$ cat src/rtl/zcache_mem_arbiter_pkg.sv
// Shared types and constants for the zcache/icache memory-port arbiter.
// Bus commands, tag/size widths, owner-table entry and arbiter debug view.
package zcache_mem_arbiter_pkg;

  localparam int XLEN       = 32;
  localparam int MEM_SIZE_W = 2;
  localparam int MEM_TAG_W  = 4;

  typedef enum logic [1:0] {
    BUS_NONE  = 2'h0,
    BUS_LOAD  = 2'h1,
    BUS_STORE = 2'h2
  } bus_command_t;

  localparam logic REQ_ICACHE = 1'b0;
  localparam logic REQ_ZC     = 1'b1;

  typedef struct packed {
    logic valid;
    logic owner;
  } owner_entry_t;

  typedef struct packed {
    logic locked;
    logic lock_owner;
    logic rr_ptr;
    logic winner;
    logic grant;
  } arb_dbg_t;

endpackage

$ cat src/rtl/zcache_mem_arbiter_mem_tag_owner_table.sv
// Remembers which requester owns each outstanding load tag.
// One allocate port and one lookup/clear port; allocate wins a same-tag collision.
module mem_tag_owner_table
  import zcache_mem_arbiter_pkg::*;
#(
  parameter int TAG_W    = MEM_TAG_W,
  parameter int NUM_TAGS = 16
) (
  input  logic             clk,
  input  logic             reset,
  input  logic             alloc_en,
  input  logic [TAG_W-1:0] alloc_tag,
  input  logic             alloc_owner,
  input  logic [TAG_W-1:0] lookup_tag,
  output owner_entry_t     lookup_entry
);

  owner_entry_t entries [NUM_TAGS];

  assign lookup_entry = entries[lookup_tag];

  // Clear is written first so an allocate of the same tag overrides it.
  always_ff @(posedge clk or negedge reset) begin
    if (!reset) begin
      for (int i = 0; i < NUM_TAGS; i++) entries[i] <= '0;
    end else begin
      if (lookup_tag != '0 && entries[lookup_tag].valid) entries[lookup_tag] <= '0;
      if (alloc_en) entries[alloc_tag] <= '{valid: 1'b1, owner: alloc_owner};
    end
  end

endmodule

$ cat src/rtl/zcache_mem_arbiter.sv
// Shares one processor memory port between icache (0) and zcache (1),
// and routes returning load tags back to the requester that issued them.
module zcache_mem_arbiter
  import zcache_mem_arbiter_pkg::*;
#(
  parameter int TAG_W        = MEM_TAG_W,
  parameter int NUM_TAGS     = 16,
  parameter int FIXED_PRIO   = 0,
  parameter int STARVE_LIMIT = 8
) (
  input  logic                  clk,
  input  logic                  reset,
  input  logic [1:0]            icache_command,
  input  logic [XLEN-1:0]       icache_addr,
  input  logic [63:0]           icache_data,
  input  logic [MEM_SIZE_W-1:0] icache_size,
  input  logic [1:0]            zc_command,
  input  logic [XLEN-1:0]       zc_addr,
  input  logic [63:0]           zc_data,
  input  logic [MEM_SIZE_W-1:0] zc_size,
  input  logic [TAG_W-1:0]      mem2proc_response,
  input  logic [TAG_W-1:0]      mem2proc_tag,
  input  logic [63:0]           mem2proc_data,
  output logic [1:0]            proc2mem_command,
  output logic [XLEN-1:0]       proc2mem_addr,
  output logic [63:0]           proc2mem_data,
  output logic [MEM_SIZE_W-1:0] proc2mem_size,
  output logic [TAG_W-1:0]      icache_response,
  output logic [TAG_W-1:0]      zc_response,
  output logic [TAG_W-1:0]      icache_tag,
  output logic [TAG_W-1:0]      zc_tag,
  output logic [63:0]           icache_rdata,
  output logic [63:0]           zc_rdata,
  output logic                  err_orphan_tag,
  output arb_dbg_t              dbg_state
);

  // Handshake: proc2mem_command != BUS_NONE is the request valid; a nonzero
  // mem2proc_response in that same cycle is acceptance, otherwise the grant is held.
  localparam logic [0:0] ST_OPEN   = 1'b0;
  localparam logic [0:0] ST_LOCKED = 1'b1;
  localparam int CNT_W = $clog2(STARVE_LIMIT + 1);
  localparam logic [CNT_W-1:0] LIMIT = CNT_W'(STARVE_LIMIT);

  logic [0:0]       lock_state;
  logic             lock_owner;
  logic             rr_ptr;
  logic [CNT_W-1:0] starve_ic;
  logic [CNT_W-1:0] starve_zc;
  logic             err_q;

  logic ic_act, zc_act, ic_starved, zc_starved, lock_owner_act;
  logic winner, grant_valid, grant, accepted, alloc_en, ret_hit;
  owner_entry_t ret_entry;

  assign ic_act         = icache_command != BUS_NONE;
  assign zc_act         = zc_command != BUS_NONE;
  assign ic_starved     = ic_act && (starve_ic == LIMIT);
  assign zc_starved     = zc_act && (starve_zc == LIMIT);
  assign lock_owner_act = (lock_owner == REQ_ZC) ? zc_act : ic_act;

  always_comb begin
    winner = REQ_ICACHE;
    if (lock_state == ST_LOCKED && lock_owner_act) winner = lock_owner;
    else if (ic_starved && !zc_starved)            winner = REQ_ICACHE;
    else if (zc_starved && !ic_starved)            winner = REQ_ZC;
    else if (ic_act && !zc_act)                    winner = REQ_ICACHE;
    else if (zc_act && !ic_act)                    winner = REQ_ZC;
    else if (FIXED_PRIO != 0)                      winner = REQ_ZC;
    else                                           winner = rr_ptr;
  end

  // While reset is low everything presents idle, independent of the clock.
  assign grant_valid = (winner == REQ_ZC) ? zc_act : ic_act;
  assign grant       = reset && grant_valid;
  assign accepted    = grant && (mem2proc_response != '0);

  always_comb begin
    proc2mem_command = BUS_NONE;
    proc2mem_addr    = '0;
    proc2mem_data    = '0;
    proc2mem_size    = '0;
    icache_response  = '0;
    zc_response      = '0;
    if (grant) begin
      if (winner == REQ_ZC) begin
        proc2mem_command = zc_command;
        proc2mem_addr    = zc_addr;
        proc2mem_data    = zc_data;
        proc2mem_size    = zc_size;
        zc_response      = mem2proc_response;
      end else begin
        proc2mem_command = icache_command;
        proc2mem_addr    = icache_addr;
        proc2mem_data    = icache_data;
        proc2mem_size    = icache_size;
        icache_response  = mem2proc_response;
      end
    end
  end

  assign alloc_en = accepted && (proc2mem_command == BUS_LOAD);

  mem_tag_owner_table #(
    .TAG_W    (TAG_W),
    .NUM_TAGS (NUM_TAGS)
  ) u_owner_table (
    .clk          (clk),
    .reset        (reset),
    .alloc_en     (alloc_en),
    .alloc_tag    (mem2proc_response),
    .alloc_owner  (winner),
    .lookup_tag   (mem2proc_tag),
    .lookup_entry (ret_entry)
  );

  assign ret_hit        = reset && (mem2proc_tag != '0) && ret_entry.valid;
  assign icache_tag     = (ret_hit && ret_entry.owner == REQ_ICACHE) ? mem2proc_tag : '0;
  assign zc_tag         = (ret_hit && ret_entry.owner == REQ_ZC) ? mem2proc_tag : '0;
  assign icache_rdata   = reset ? mem2proc_data : '0;
  assign zc_rdata       = reset ? mem2proc_data : '0;
  assign err_orphan_tag = err_q;

  assign dbg_state = '{locked: lock_state[0], lock_owner: lock_owner, rr_ptr: rr_ptr,
                       winner: winner, grant: grant};

  function automatic logic [CNT_W-1:0] next_starve(input logic [CNT_W-1:0] cnt,
                                                   input logic act, input logic won,
                                                   input logic acc);
    if (won && acc) return '0;
    if (act && !won && cnt != LIMIT) return cnt + 1'b1;
    return cnt;
  endfunction

  always_ff @(posedge clk or negedge reset) begin
    if (!reset) begin
      lock_state <= ST_OPEN;
      lock_owner <= REQ_ICACHE;
      rr_ptr     <= REQ_ICACHE;
      starve_ic  <= '0;
      starve_zc  <= '0;
      err_q      <= 1'b0;
    end else begin
      lock_state <= (grant && mem2proc_response == '0) ? ST_LOCKED : ST_OPEN;
      if (grant) lock_owner <= winner;
      if (accepted && ic_act && zc_act) rr_ptr <= ~winner;
      starve_ic <= next_starve(starve_ic, ic_act, winner == REQ_ICACHE, accepted);
      starve_zc <= next_starve(starve_zc, zc_act, winner == REQ_ZC, accepted);
      if (mem2proc_tag != '0 && !ret_entry.valid) err_q <= 1'b1;
    end
  end

endmodule
$ cat config.mk
export PLATFORM = sky130hd
export DESIGN_NAME = zcache_mem_arbiter
export DESIGN_NICKNAME = d
export VERILOG_FILES = /design/src/rtl/zcache_mem_arbiter_pkg.sv /design/src/rtl/zcache_mem_arbiter_mem_tag_owner_table.sv /design/src/rtl/zcache_mem_arbiter.sv
export SDC_FILE = /design/constraint.sdc
export NUM_CORES = 1
export LEC_CHECK = 0
export BUFFER_PORTS_ARGS = -buffer_cell sky130_fd_sc_hd__buf_4
export CAP_MARGIN = 20
export CORE_AREA = 8 8 196 198
export DETAILED_ROUTE_END_ITERATION = 12
export DIE_AREA = 0 0 204 206
export PLACE_DENSITY = 0.47
export SETUP_SLACK_MARGIN = 0.02
export SLEW_MARGIN = 20
export SYNTH_ARGS = -nofsm -noshare
export SYNTH_HDL_FRONTEND = slang
export SYNTH_SLANG_ARGS = --single-unit
$ cat constraint.sdc
create_clock -name clk -period 1.8 [get_ports clk]
set_input_delay 0.18 -clock clk [delete_from_list [all_inputs] [get_ports clk]]
set_output_delay 0.18 -clock clk [all_outputs]
set_load 0.03 [all_outputs]
## Yosys cells after proc, flatten, opt, wreduce, memory -nomap -nowiden

Index checks and enable logic that the tools add are counted.
Widths: inputs -> output; s select.

- Logic and storage cells: 142
- Input port bits: 274
- Register bits: 44

- Reductions and logical operators: 40
- Eq/ne operators: 5
- Magnitude comparators: 4
- Add/subtract/negate cells: 2
- Muxes and demuxes: 47
- Bitwise operators: 6

Operators with widths:

| kind | number |
|---|---|
| $mux 64 | 3 |
| $mux 32 | 4 |
| $mux 4 | 14 |
| $and 32x32->32 | 1 |
| $bwmux 32 | 1 |
| $not 32->32 | 1 |
| $logic_and 1x1->1 | 27 |
| $demux 2 s4 | 2 |
| $mux 2 | 8 |
| $mux 1 | 14 |
| $ge 5x5->1 const B | 2 |
| $lt 5x1->1 const B | 2 |
| $not 4->5 | 2 |
| $add 4x1->4 const B | 2 |
| $bmux 2 s4 | 1 |
| $eq 4x4->1 const B | 2 |
| $ne 4x4->1 const B | 2 |
| $reduce_bool 2->1 | 4 |
| $reduce_bool 4->1 | 2 |
| $logic_not 1->1 | 6 |
| $logic_not 4->1 | 1 |
| $eq 2x1->1 const B | 1 |
| $not 1->1 | 2 |

## Logic depth before layout (Yosys ltp)

Gate-level depths: netlist of run 1.

- Depth in word-level cells: 16
- Mapped depth: 10
- Depth with buffers taken out: 8

## Cells and area by module

Synthesis of run 1 repeated with hierarchy kept, for this count alone.

- Cell total of the unflattened synthesis: 735
- Area total of the unflattened synthesis: 5,042.3 µm²

By module, submodules not included:

| module | area an instance (µm²) | seq. area each (µm²) | instances | cells each |
|---|---|---|---|---|
| zcache_mem_arbiter | 3,240.6 | 300.3 | 1 | 571 |
| mem_tag_owner_table | 1,801.7 | 800.8 | 1 | 164 |

## Least setup slack after synthesis of run 1

Ideal clock, no wire load.

- Path type: flip-flop to output port
- Start point: reg starve_zc[0]
- End point: out proc2mem_command[0]
- Required time: 1.620 ns
- Slack: -0.573 ns
- Cell stages (with the launch flop): 10
- Arrival: 2.193 ns
- Path through: dfrtp_1 > inv_1 > ha_1 > and3b_1 > a21oi_1 > o21a_1 > inv_2 > clkbuf_1 > nand2_1 > a21boi_0

- Longest elaborated chain between the ends: 9
- Elaborated cells between the ends (all ways): 12

RTL lines:

| element | line | source |
|---|---|---|
| start: declaration | zcache_mem_arbiter.sv:49 | `logic [CNT_W-1:0] starve_zc;` |
| start signal: assignment | zcache_mem_arbiter.sv:148 | `starve_zc <= next_starve(starve_zc, zc_act, winner == REQ_ZC, accepted);` |
| $eq 4x4->1 (*) | zcache_mem_arbiter.sv:59 | `assign zc_starved = zc_act && (starve_zc == LIMIT);` |
| $logic_and 1x1->1 (*) | zcache_mem_arbiter.sv:59 |  |
| $logic_and 1x1->1 / $logic_not 1->1 (equally long branches) | zcache_mem_arbiter.sv:66, zcache_mem_arbiter.sv:65 |  |
| $mux 1 / $logic_and 1x1->1 (equally long branches) | zcache_mem_arbiter.sv:66, zcache_mem_arbiter.sv:65 |  |
| $mux 1 (*) | zcache_mem_arbiter.sv:65 | `else if (ic_starved && !zc_starved) winner = REQ_ICACHE;` |
| $mux 1 (*) | zcache_mem_arbiter.sv:64 | `if (lock_state == ST_LOCKED && lock_owner_act) winner = lock_owner;` |
| $mux 1 | zcache_mem_arbiter.sv:74 | `assign grant_valid = (winner == REQ_ZC) ? zc_act : ic_act;` |
| $logic_and 1x1->1 | zcache_mem_arbiter.sv:75 | `assign grant = reset && grant_valid;` |
| $mux 2 (*) | zcache_mem_arbiter.sv:85 | `if (grant) begin` |
| end: declaration | zcache_mem_arbiter.sv:24 | `output logic [1:0] proc2mem_command,` |

Every way passes the cells marked *; elsewhere a longest branch is shown, timed or not.

## Worst setup path in the final report of run 1

- Start point: reg starve_ic[1]
- End point: out proc2mem_size[1]

- Longest elaborated chain between the ends: 10
- Elaborated cells between the ends (all ways): 12

RTL lines:

| element | line | source |
|---|---|---|
| start: declaration | zcache_mem_arbiter.sv:48 | `logic [CNT_W-1:0] starve_ic;` |
| start signal: assignment | zcache_mem_arbiter.sv:147 | `starve_ic <= next_starve(starve_ic, ic_act, winner == REQ_ICACHE, accepted);` |
| $eq 4x4->1 (*) | zcache_mem_arbiter.sv:58 | `assign ic_starved = ic_act && (starve_ic == LIMIT);` |
| $logic_and 1x1->1 (*) | zcache_mem_arbiter.sv:58 |  |
| $logic_not 1->1 | zcache_mem_arbiter.sv:66 | `else if (zc_starved && !ic_starved) winner = REQ_ZC;` |
| $logic_and 1x1->1 | zcache_mem_arbiter.sv:66 |  |
| $mux 1 | zcache_mem_arbiter.sv:66 |  |
| $mux 1 (*) | zcache_mem_arbiter.sv:65 |  |
| $mux 1 (*) | zcache_mem_arbiter.sv:64 |  |
| $mux 1 | zcache_mem_arbiter.sv:74 |  |
| $logic_and 1x1->1 | zcache_mem_arbiter.sv:75 |  |
| $mux 2 (*) | zcache_mem_arbiter.sv:85 |  |
| end: declaration | zcache_mem_arbiter.sv:27 | `output logic [MEM_SIZE_W-1:0] proc2mem_size,` |

Marked as above.

==> flow_metrics.tcl, run 1 <==
set metrics [dict create \
    power.internal_mw 7.04 \
    drt_first_pass_iters 4 \
    drc 0 \
    setup_tns_ns -66.06 \
    timing.hold.ws_ns 0.215 \
    dp_hpwl_mm 27.8 \
    cts.sinks 44 \
    met2_usage_pct 28.8 \
    pwr-share-clk_pct 8.9 \
    drv_cap 0 \
    cts_root_buf "clkbuf_16" \
    cp-start-kind "flip-flop" \
    numPortBuffers 523 \
    vdd_drop_max_uv 595 \
    synth.avg_cell_area_um2 6.63 \
    grt_max_degree 48 \
    cp_slowest_cell "dfrtp_1" \
    hold_class "input pin to asynchronous set/reset pin" \
    num_io_pins 524 \
    r2r_cells 9 \
    grt_pass1_vias 7799 \
    fin_cells 1753 \
    cp_slowest_stage_delay_ns 0.37 \
    final_cell_mix "buf_4, nand2_1, buf_6, a21oi_4, nand2_2" \
    worstPathRequired_ns 1.62 \
    slew_headroom_pct 62.9 \
    dieArea_um2 42000 \
    yosysSeqAreaShare_pct 21.8 \
    core_um2 35200 \
    grt_use_met3_pct 3.67 \
    leakagePower_nw 6.17 \
    placed_cell_area_um2 11200 \
    synth_warnings 0 \
    ant_nets 0 \
    synth-edff-count 0 \
    setup_ws_ns -0.607 \
    crit_arrival_ns 2.23 \
    ys_types 45 \
    grt_antenna_before_repair 0 \
    core.rowCount 69 \
    r2r-start "starve_ic[1]$_DFFE_PN0P_" \
    final_common_cell "buf_4" \
    vias 7343 \
    clkLatencyLatePin_ns 0.29 \
    die_h_um 206 \
    rrSetupSlack_ns -0.39 \
    ys_ff_latch 44 \
    p_per_area_nw_per_um2 1020 \
    drtIter0Drc 248 \
    async_reset_ff_share_pct 100 \
    violations "negative setup slack" \
    start_util_pct 14.3 \
    crit_family "compound AO/OA/AOI/OAI gates" \
    fmax_mhz 416 \
    synth_fp_nets 1038 \
    drive_gt1_share_pct 73.6 \
    worstPathCellList "inv_1, ha_1, nand3b_1, o221ai_2, o21a_4, buf_6, buf_16, buf_8, nand2_4, a21oi_4, buf_6" \
    gp_congestion 0.806 \
    crit_type "flip-flop to output pin" \
    skew_ns 0.00619 \
    die_w_um 204 \
    h-tree-depth 2 \
    grt_first_pass_wirelength_mm 48.1 \
    busiest_layer "met2" \
    fillCellCount 3548 \
    worst_slew_pin_slew_ns 0.554 \
    cts_tree "done" \
    slew_violations 0 \
    area_growth_pct 157 \
    final_cell_area_um2 12900 \
    cts.clk_slew.worst_paths_ns 0.06 \
    cp-end-kind "output pin" \
    track_usage_pct 14.8 \
    finalNetCount 1570 \
    avgViaCountPerCell 4.19 \
    fin_util_pct 36.7 \
    crit_fanout 7 \
    swShare_pct 46.7 \
    routedWlPerCell_um 19.8 \
    crit_path_frequent_cell "buf_6" \
    min_period_ns 2.41 \
    comb_power_share_pct 79.2 \
    outcome "finished with violations" \
    worstReg2RegEnd "starve_zc[2]$_DFFE_PN0P_" \
    yosys_most_used_dff "dfrtp_1" \
    switching_power_mw 6.16 \
    dp_cells 1700 \
    cts_buffers 5 \
    met1_usage_pct 15.7 \
    n_antenna_cell 0 \
    rsz0062_at_grt "yes" \
    seq_power_share_pct 12.0 \
    wl_mm 34.7 \
    syn_inst 760 \
    cts_max_path_buffers 2 \
    setup_violations 142 \
    finalHoldViolations 0 \
    timing.final.crit_share_pct 134 \
    grt_overflow 0 \
    critical_path_buf_inv_count 5 \
    synth_area_um2 5040 \
]
## cell usage after synthesis, drive strengths merged (7+ instances only)
library cell,count,area share (%)
o21ai,20,2.0
dfrtp,44,22
nand3,18,1.8
mux4,10,4.8
inv,11,0.82
nand2,250,19
clkbuf,33,2.5
and2,73,9.1
nand4,7,0.87
buf,93,13
nor2,10,0.74
a21oi,100,9.9
and3,21,2.7
nor2b,7,0.87
mux2i,18,3.6
## routing by layer
layer	part of all wire [%]	routed length (um)
met1	36	12600
met2	54	18900
met5	0	0
met4	1.9	666
met3	7.5	2590
## registers in the layout, summed over array words and instances, names as in the netlist
register	cells
err_orphan_tag	1
lock_owner	1
lock_state	1
rr_ptr	1
starve_ic	4
starve_zc	4
u_owner_table.entries	32
## worst reg2reg max path: cells and delay by family, from the launching register on
kind                     cells  cell delay (ns)
buffers and inverters        3             0.41
AO/OA/AOI/OAI                2             0.50
AND/OR/NAND/NOR              3             0.70
adder cells (fa/ha/maj)      1             0.15
flip-flops                   1             0.37
## stage by stage
stage / power, mW / setup WS (ns)
after CTS: 12.6 / -0.620
after detailed placement: 9.75 / -0.401
after floorplan: 6.96 / -0.281
after global placement: 9.72 / -0.384
final: 13.2 / -0.607
after global routing: 13.9 / -0.689
## worst max path at each step
| stage | from | endpoint | slack [ns] | cells after the start |
|---|---|---|---|---|
| after global routing | starve_ic[1]$_DFFE_PN0P_ | zc_response[0] | -0.69 | 10 |
| after detailed placement | mem2proc_tag[0] | zc_tag[2] | -0.40 | 6 |
| after CTS | starve_ic[1]$_DFFE_PN0P_ | zc_response[0] | -0.62 | 10 |
| after floorplan | starve_zc[0]$_DFFE_PN0P_ | proc2mem_command[0] | -0.28 | 9 |
| after global placement | mem2proc_tag[0] | zc_tag[2] | -0.38 | 6 |
| final | starve_ic[1]$_DFFE_PN0P_ | proc2mem_size[1] | -0.61 | 11 |
## area by class of cell
cell class | count | area [um2] | share of cell area, %
repair buffers | 649 | 5890 | 45.5
multi-input cells | 580 | 5120 | 39.6
flip-flops and latches | 44 | 1100 | 8.52
well taps | 461 | 577 | 4.46
clock buffers | 5 | 125 | 0.967
clock inverters | 2 | 60.1 | 0.464
inverters | 11 | 53.8 | 0.416
repair inverters | 1 | 11.3 | 0.0870
## cell families after synthesis
logic type / Yosys count / share of synthesized area (%)
and+or+nand+nor: 409 / 37.9
AOI/OAI and AO/OA: 138 / 15.0
buffers and inverters: 137 / 15.9
DFF: 44 / 21.8
muxes: 28 / 8.34
adders and majority gates: 4 / 0.993
## power groups by stage
stage / registers (mW) / clock network [mW] / logic (mW)
after floorplan: 1.52 / 0 / 5.45
after global placement: 1.61 / 0 / 8.11
after detailed placement: 1.59 / 0 / 8.16
after CTS: 1.58 / 1.20 / 9.82
after global routing: 1.62 / 1.23 / 11.1
final: 1.58 / 1.17 / 10.5
## repair_timing
item | 4_1_cts | 5_1_grt
setup endpoints to repair | 149 | 155
resized for setup | 191 | 65
gates cloned | 11 | 5
hold buffers | 2 | 0
buffers inserted | 15 | 13
pin swaps | 17 | 11
hold endpoints to repair | 13 | 0
(Power assumes the default switching activity.)
==> run 2: changes to the inputs <==
Settings changed: ABC_AREA set to 1, CORE_AREA 8 8 196 198 to 8 8 195 197, DIE_AREA 0 0 204 206 to 0 0 203 205, PLACE_DENSITY 0.47 to 0.49.
==> flow_metrics.tcl, run 2 <==
set metrics [dict create \
    outcome "finished with violations" \
    violations "negative setup slack" \
    avgViaCountPerCell 4.10 \
    syn_inst 1017 \
    vias 8235 \
    num_io_pins 524 \
    slew_headroom_pct 52.7 \
    timing.final.crit_share_pct 136 \
    leakagePower_nw 6.57 \
    rsz0062_at_grt "yes" \
    grt_max_degree 65 \
    ys_top_cells_by_count "nand2_1, inv_1, a21oi_1" \
    grt_first_pass_wirelength_mm 49.0 \
    critPathLaunch "starve_zc[1]$_DFFE_PN0P_" \
    cts_max_path_buffers 2 \
    finalNetCount 1824 \
    dp_worst_setup_slack_ns -0.472 \
    final_common_cell "buf_4" \
    power_mw 13.0 \
    drc 0 \
    setup_ws_ns -0.651 \
    cts_buffers 5 \
    cts_tree "done" \
    ant_nets 0 \
    r2r-start "starve_zc[1]$_DFFE_PN0P_" \
    drtIter0Drc 390 \
    fmax_mhz 408 \
    ys_ff_latch 44 \
    dp_hpwl_mm 27.5 \
    synth-edff-count 0 \
    r2r_cells 18 \
    slew_violations 0 \
    wl_mm 34.1 \
    synthTopCellsByArea "nand2_1, dfrtp_1, buf_4" \
    grt_antenna_before_repair 0 \
    largest-register "u_owner_table.entries" \
    n_antenna_cell 0 \
    worst_slew_pin_slew_ns 0.708 \
    yosys_most_used_dff "dfrtp_1" \
    largest_reg_flops 32 \
    synth_fp_nets 1295 \
    cts.sinks 44 \
    ys_types 29 \
    async_reset_ff_share_pct 100 \
    finalHoldViolations 0 \
    drv_cap 0 \
    synth_top_area_cell "nand2_1" \
    skew_ns 0.00455 \
    reg.largest.list "u_owner_table.entries (32), starve_ic (4), starve_zc (4)" \
    drt_first_pass_iters 5 \
    numPortBuffers 523 \
    synth.avg_cell_area_um2 5.50 \
    die_w_um 203 \
    track_usage_pct 14.7 \
    setup_violations 159 \
    area_growth_pct 118 \
    dieArea_um2 41600 \
    vdd_drop_max_uv 568 \
    timing.hold.ws_ns 0.0344 \
    synth_area_um2 5600 \
    core.rowCount 69 \
    p_per_area_nw_per_um2 1060 \
    crit_type "flip-flop to output pin" \
    grt_overflow 0 \
    clkLatencyLatePin_ns 0.29 \
    min_period_ns 2.45 \
    crit_arrival_ns 2.27 \
    worstPathRequired_ns 1.62 \
    hold_class "input pin to asynchronous set/reset pin" \
    drive_gt1_share_pct 54.9 \
    final_cell_mix "buf_4, nand2_1, inv_1, buf_6, nand2_2" \
    h-tree-depth 2 \
    cp-end-kind "output pin" \
    synth_top_cell_area_share_pct 30.7 \
    cts.clk_slew.worst_paths_ns 0.06 \
    yosysMostFrequentCell "nand2_1" \
    core_um2 35000 \
    start_util_pct 16.0 \
    routedWlPerCell_um 17.0 \
    synth_warnings 0 \
    cp-start-kind "flip-flop" \
    cts_root_buf "clkbuf_16" \
    gp_congestion 0.897 \
    grt_pass1_vias 8331 \
    yosysSeqAreaShare_pct 19.7 \
    die_h_um 205 \
    crit_fanout 19 \
]
==> run 2: cell count changes after synthesis, sizes merged, moves of 18 or more <==
cell / previous run / this run
nor2: 10 / 65
clkbuf: 33 / 12
and3: 21 / 0
inv: 11 / 120
mux2i: 18 / 0
nand2: 250 / 464
nand3: 18 / 48
and2: 73 / 6
==> run 2: path summary, 6_finish.rpt <==
check	to	slack, ns
max	proc2mem_data[23]	-0.65
min	starve_ic[0]$_DFFE_PN0P_	0.03
max in group asynchronous	u_owner_table.entries[8]$_DFF_PN0_	0.62
min reg2reg	u_owner_table.entries[31]$_DFF_PN0_	0.38
max reg2reg	u_owner_table.entries[26]$_DFF_PN0_	-0.38
min in group clk	u_owner_table.entries[23]$_DFF_PN0_	0.34
==> run 2: logic make-up (layout without fill, tap and decap cells) <==
| kind of cell | after synthesis | count (layout) | synth area share, % |
|---|---|---|---|
| AND/OR/NAND/NOR | 600 | 601 | 43.6 |
| buffers and inverters | 242 | 770 | 23.5 |
| AO/OA/AOI/OAI | 123 | 123 | 11.7 |
| flip-flops | 44 | 44 | 19.7 |
| adder cells (fa/ha/maj) | 4 | 4 | 0.894 |
| XOR/XNOR | 4 | 4 | 0.626 |
==> run 2: final cells by class <==
class                   count  area [um2]
clock buffers               6         129
clock inverters             1        5.00
fillers                  3823       22700
inverters                 120         492
multi-input cells         732        4290
flip-flops and latches     44        1100
well taps                 461         577
repair buffers            643        5640
==> run 2: report_power, final <==
group / internal [mW] / leakage (nW) / switching [mW] / total (mW)
clock network: 0.506 / 0.0667 / 0.387 / 0.892
registers: 1.34 / 0.582 / 0.281 / 1.62
logic: 4.54 / 5.92 / 5.93 / 10.5
total: 6.39 / 6.57 / 6.60 / 13.0
==> run 2: worst max-delay path: stages (launching register included) <==
cell	delay (ns)
dfrtp_1	0.39
inv_2	0.09
ha_4	0.14
nand2_2	0.06
nor2_4	0.11
nand2_2	0.08
nand3_4	0.09
buf_6	0.11
o2111ai_4	0.14
nand3_4	0.12
buf_12	0.20
buf_12	0.20
a21oi_1	0.07
buf_4	0.17
==> run 2: what timing repair did <==
action,CTS,global route
buffers inserted,10,9
hold buffers,1,0
hold endpoints to repair,14,0
gates resized for setup,140,154
gates cloned,3,10
pin swaps,29,31
endpoints found under the setup margin,158,159
==> run 2: through the flow <==
stage	setup TNS, ns	instances	instance area (um2)	util [%]
detailed placement	-58.54	1971	10600	30.3
floorplan	-36.98	1017	6150	-
global placement	-55.17	1971	10600	30.3
global route	-96.01	2007	12200	35.0
finish	-77.95	2007	12200	35.0
CTS	-80.97	1992	11400	32.7
==> run 2: layer usage <==
metal  wire, um  GRT usage [%]  up-vias
met4        361           2.36        0
met3       1400           2.04       17
li1           -              -     4092
met2      17400           25.6      226
met1      15000           19.3     3900
met5          0              0        -
